`src/rtl/stopwatch_pkg.sv`:
```
// stopwatch_pkg: state encoding and field limits shared by the stopwatch and countdown timer
package stopwatch_pkg;
  typedef enum logic [1:0] {S_IDLE, S_PAUSE, S_RUN, S_DONE} state_e;
  localparam logic [9:0] MAX_MS  = 10'd999;
  localparam logic [5:0] MAX_SEC = 6'd59;
  localparam logic [5:0] MAX_MIN = 6'd59;
endpackage

```
`src/rtl/ms_tick_gen.sv`:
```
// ms_tick_gen: one-cycle tick every CLK_PER_MS enabled cycles
module ms_tick_gen #(
  parameter int CLK_PER_MS = 1
) (
  input  logic clk,
  input  logic reset,
  input  logic en,
  input  logic clr,
  output logic tick
);
  localparam int W = CLK_PER_MS > 1 ? $clog2(CLK_PER_MS) : 1;
  localparam logic [W-1:0] TC = W'(CLK_PER_MS - 1);
  logic [W-1:0] cnt_q, cnt_d;
  assign tick = en && cnt_q == TC;
  always_comb cnt_d = clr ? '0 : !en ? cnt_q : tick ? '0 : cnt_q + W'(1);
  always_ff @(posedge clk or negedge reset)
    if (!reset) cnt_q <= '0;
    else cnt_q <= cnt_d;
endmodule

```
`src/rtl/digital_countdown_timer.sv`:
```
// digital_countdown_timer: loadable min:sec:ms countdown with start/stop and expiry flags
import stopwatch_pkg::*;
module digital_countdown_timer #(
  parameter int CLK_PER_MS = 1
) (
  input  logic       clk,
  input  logic       reset,
  input  logic       clear,
  input  logic       load,
  input  logic [5:0] load_min,
  input  logic [5:0] load_sec,
  input  logic [9:0] load_ms,
  input  logic       start,
  input  logic       stop,
  output logic [9:0] milisec,
  output logic [5:0] sec,
  output logic [5:0] min,
  output logic       running,
  output logic       expired,
  output logic       done
);
  state_e state_q, state_d;
  logic [9:0] ms_q, ms_d, lms;
  logic [5:0] sec_q, sec_d, min_q, min_d, lsec, lmin;
  logic running_q, expired_q, expired_d, done_q, done_d, tick;
  assign lms  = load_ms > MAX_MS ? MAX_MS : load_ms;
  assign lsec = load_sec > MAX_SEC ? MAX_SEC : load_sec;
  assign lmin = load_min > MAX_MIN ? MAX_MIN : load_min;
  // prescaler restarts on RUN entry and whenever RUN is left
  ms_tick_gen #(.CLK_PER_MS(CLK_PER_MS)) u_tick (
    .clk  (clk),
    .reset(reset),
    .en   (state_q == S_RUN),
    .clr  (state_q != S_RUN || state_d != S_RUN),
    .tick (tick)
  );
  always_comb begin
    state_d   = state_q;
    ms_d      = ms_q;
    sec_d     = sec_q;
    min_d     = min_q;
    expired_d = expired_q;
    done_d    = 1'b0;
    if (clear) begin
      state_d   = S_IDLE;
      ms_d      = '0;
      sec_d     = '0;
      min_d     = '0;
      expired_d = 1'b0;
    end else if (load && state_q != S_RUN) begin
      ms_d      = lms;
      sec_d     = lsec;
      min_d     = lmin;
      expired_d = 1'b0;
      state_d   = (lms != 0 || lsec != 0 || lmin != 0) ? S_PAUSE : S_IDLE;
    end else if (state_q == S_PAUSE) begin
      state_d = (start && !stop) ? S_RUN : S_PAUSE;
    end else if (state_q == S_RUN) begin
      if (stop || !start) state_d = S_PAUSE;
      else if (tick) begin
        // RUN always holds a non-zero value, so the borrow chain cannot underflow
        ms_d  = ms_q != 0 ? ms_q - 10'd1 : MAX_MS;
        sec_d = ms_q != 0 ? sec_q : sec_q != 0 ? sec_q - 6'd1 : MAX_SEC;
        min_d = (ms_q == 0 && sec_q == 0) ? min_q - 6'd1 : min_q;
        if (min_q == 0 && sec_q == 0 && ms_q == 10'd1) begin
          state_d   = S_DONE;
          done_d    = 1'b1;
          expired_d = 1'b1;
        end
      end
    end
  end
  always_ff @(posedge clk or negedge reset)
    if (!reset) begin
      state_q   <= S_IDLE;
      ms_q      <= '0;
      sec_q     <= '0;
      min_q     <= '0;
      running_q <= 1'b0;
      expired_q <= 1'b0;
      done_q    <= 1'b0;
    end else begin
      state_q   <= state_d;
      ms_q      <= ms_d;
      sec_q     <= sec_d;
      min_q     <= min_d;
      running_q <= state_d == S_RUN;
      expired_q <= expired_d;
      done_q    <= done_d;
    end
  assign milisec = ms_q;
  assign sec     = sec_q;
  assign min     = min_q;
  assign running = running_q;
  assign expired = expired_q;
  assign done    = done_q;
endmodule
```
`config.mk`:
```
export PLATFORM = sky130hd
export DESIGN_NAME = digital_countdown_timer
export DESIGN_NICKNAME = d
export VERILOG_FILES = /design/src/rtl/stopwatch_pkg.sv /design/src/rtl/ms_tick_gen.sv /design/src/rtl/digital_countdown_timer.sv
export SDC_FILE = /design/constraint.sdc
export NUM_CORES = 1
export LEC_CHECK = 0
export ABC_AREA = 1
export CAP_MARGIN = 5
export CORE_UTILIZATION = 30
export CTS_CLUSTER_SIZE = 14
export DETAILED_ROUTE_END_ITERATION = 10
export DONT_BUFFER_PORTS = 1
export PLACE_DENSITY = 0.51
export REMOVE_ABC_BUFFERS = 1
export SETUP_SLACK_MARGIN = 0.3
export SYNTH_ARGS = -nofsm -noshare
export SYNTH_HDL_FRONTEND = slang
export SYNTH_SLANG_ARGS = --single-unit
```
`constraint.sdc`:
```
create_clock -name clk -period 2 [get_ports clk]
set_input_delay 0.5 -clock clk [delete_from_list [all_inputs] [get_ports clk]]
set_output_delay 0.5 -clock clk [all_outputs]
set_load 0.05 [all_outputs]
```
==> flow_summary_export.csv <==
group,metric,value,unit
drt,routed-via-count,1876,
worst_setup_path,crit_fanout,6,
sta,worst_pin_slew,557,ps
synth,post_synth.cell_area_avg,6.98,sq um
layout,synthToLayoutAreaGrowth,16.9,%
sta,rsz0062_at_grt,"false",
power,power_density,875,nW/um^2
layout,layout_commonest_cell,"nand2_1",
layout,diodes,0,
cts,htreeDepth,1,
layout,finalInstanceArea,2410,sq um
floorplan,coreArea,6490,sq um
drt,wl,5330,um
layout,layout_common_cells,"78 x nand2_1, 45 x nor2_1, 34 x inv_1",
cts,clkSinkCount,28,
synth,syn_inst,295,
power,swShare,0.430,
cts,cts_buffer_depth,2,
worst_setup_path,path_class,"register to register",
drt,wl_met3,329,um
synth,ys_ff_latch,28,
floorplan,num_rows,29,
power,p_sw,0.000905,W
layout,multi_input_area,1180,sq um
sta,fmax,645,MHz
power,power.leakage,1.21,nW
power,clkPwrFrac,0.222,
drt,routed_via_density,4.73,
synth,ys_seq_area_frac,0.340,
cts,clk_pin_slew,100,ps
worst_setup_path,critPathLaunchType,"register",
cts,tritoncts,"built",
power,p_seq_frac,0.331,
layout,fin_nets,356,
global_routing,grt_pass1_vias,1785,
place,hpwl,4370,um
floorplan,start_util,0.317,
drt,drt-wirelength-per-cell,13.4,um
job,drv_cap,0,
worst_setup_path,required,2190,ps
place,gp_congestion,0.772,
power,total_power,0.00210,W
sta,finalCritPeriodShare,0.775,
outcome,violations,"DRC",
outcome,status,"complete, but fails checks",
worst_hold_path,hold_class,"input pin to asynchronous set/reset pin",
power,comb_power_share,0.447,
global_routing,antenna_found_initial,0,
cts,cts-buffers-inserted,3,
floorplan,die_area,7200,sq um
sta,clock_skew,4.17,ps
power,internal-power,0.00120,W
global_routing,grt_use_total,0.153,
drt,dr.first_iter.drc_count,90,
layout,final_util,0.370,
cts,root_buffer,"clkbuf_8",
worst_setup_path,worstPathArrival,1740,ps
global_routing,grt_pass1_wl,8700,um
synth,yosysWarnings,0,
global_routing,grt_start_max_net_pins,29,
drt,wl_met1,2300,um
synth,syn_area,2060,sq um
layout,drive_gt1_frac,0.206,
drt,dr.pass1.iters,9,
sta,maxSlewHeadroom,0.624,
floorplan,io_pins,53,
sta,hold_viol_final,0,
floorplan,die_h,84.8,um
layout,fillers,680,
sta,setup_viol,0,
layout,area.sequential,701,sq um
place,port-buffer-count,0,
worst_setup_path,end_kind,"register",
synth,synth_cell_types,30,
sta,fin_setup_tns,0,ps
drt,detail-route-antenna-nets,0,
sta,min_period,1550,ps
power,ir_drop,0.000303,V
drt,dr_wl_met2,2660,um
cts,worstSkewPairLatency,280,ps
synth,synth_flop_cell,"dfrtp_1",
synth,ys_async_sr_fraction,1.00,
synth,synth_edf_count,0,
drt,drc,2,
sta,drv_slew,0,
floorplan,die_width,84.8,um
global_routing,gr-total-overflow,0,
place,placed_area,2300,sq um
drt,topRoutingLayerUsed,"met4",
## per-layer routing
layer,vias up,GRT usage
li1,982,-
met1,860,0.200
met2,30,0.253
met3,4,0.0389
met4,0,0.0370
met5,-,0
## logic make-up after synthesis
logic type               Yosys count  share of synthesized area
AO/OA/AOI/OAI                     46                      0.143
XOR/XNOR                           8                     0.0340
other                              1                    0.00182
flip-flops                        28                      0.340
adder cells (fa/ha/maj)            7                     0.0426
buffers and inverters             44                     0.0912
AND/OR/NAND/NOR                  161                      0.347
## synth_stat cells (2+ instances only)
library cell | n | area share
nand2_1 | 78 | 0.14
nor2_1 | 47 | 0.086
inv_1 | 35 | 0.064
dfrtp_1 | 28 | 0.34
o21ai_0 | 16 | 0.039
nand3_1 | 12 | 0.029
o21ai_2 | 11 | 0.047
o22ai_1 | 9 | 0.027
ha_1 | 7 | 0.043
a21oi_1 | 6 | 0.015
nor2_2 | 5 | 0.015
xor2_1 | 5 | 0.021
inv_2 | 4 | 0.0073
nand2_2 | 4 | 0.012
nand3_2 | 4 | 0.019
buf_6 | 3 | 0.016
nand4_1 | 3 | 0.0091
o21ai_1 | 3 | 0.0073
xnor2_1 | 3 | 0.013
nand2_4 | 2 | 0.011
## sequential cells by signal, indices dropped and copies added (netlist names)
| signal | flops |
|---|---|
| milisec | 10 |
| min | 6 |
| sec | 6 |
| state_q | 2 |
| done | 1 |
| expired | 1 |
| running | 1 |
| u_tick.cnt_q | 1 |
## path summary, 6_finish.rpt
check	startpoint	to	cells past startpoint	slack (ps)
max	milisec[0]	milisec[4]	9	450
min	reset	milisec[7]	1	30
max reg2reg	milisec[0]	milisec[4]	9	450
min reg2reg	min[3]	min[3]	2	580
max in group asynchronous	reset	milisec[0]	1	1820
min in group clk	load_ms[6]	milisec[6]	2	390
## critical path: stages (launching register included)
cell	delay (ps)
dfrtp_1	390
inv_1	140
ha_1	170
nand2_1	80
nor2_4	180
nor2_1	90
inv_1	180
o22ai_1	100
nand2_1	90
nand2_1	40
## power groups by stage
stage / logic (W) / clock network [W] / registers (W)
6_report: 0.000941 / 0.000467 / 0.000695
5_1_grt: 0.00104 / 0.000500 / 0.000705
4_1_cts: 0.000943 / 0.000485 / 0.000696
3_5_place_dp: 0.000924 / 0 / 0.000707
3_3_place_gp: 0.000916 / 0 / 0.000707
2_1_floorplan: 0.000435 / 0 / 0.000960
## stage by stage
stage | worst slack [ps] | hold WS, ps | std cells
after floorplan | 90.9 | 204 | 291
after global placement | 418 | 205 | 392
after detailed placement | 369 | 205 | 392
after CTS | 392 | 19.9 | 397
after global routing | 313 | 16.2 | 397
final | 449 | 26.1 | 397
## timing repair
item / CTS / global route
resized for setup: 0 / 5
endpoints found under the setup margin: 0 / 7
hold endpoints to repair: 28 / 0
buffers inserted: 0 / 0
hold buffers: 1 / 0
## cell type report
cell class              instances  share of cell area
clock buffers                   3              0.0172
clock inverters                 1              0.0125
inverters                      40              0.0624
multi-input cells             223               0.492
flip-flops and latches         28               0.291
well taps                      77              0.0400
repair buffers                 25              0.0848
Power figures use the tool's default switching activity.
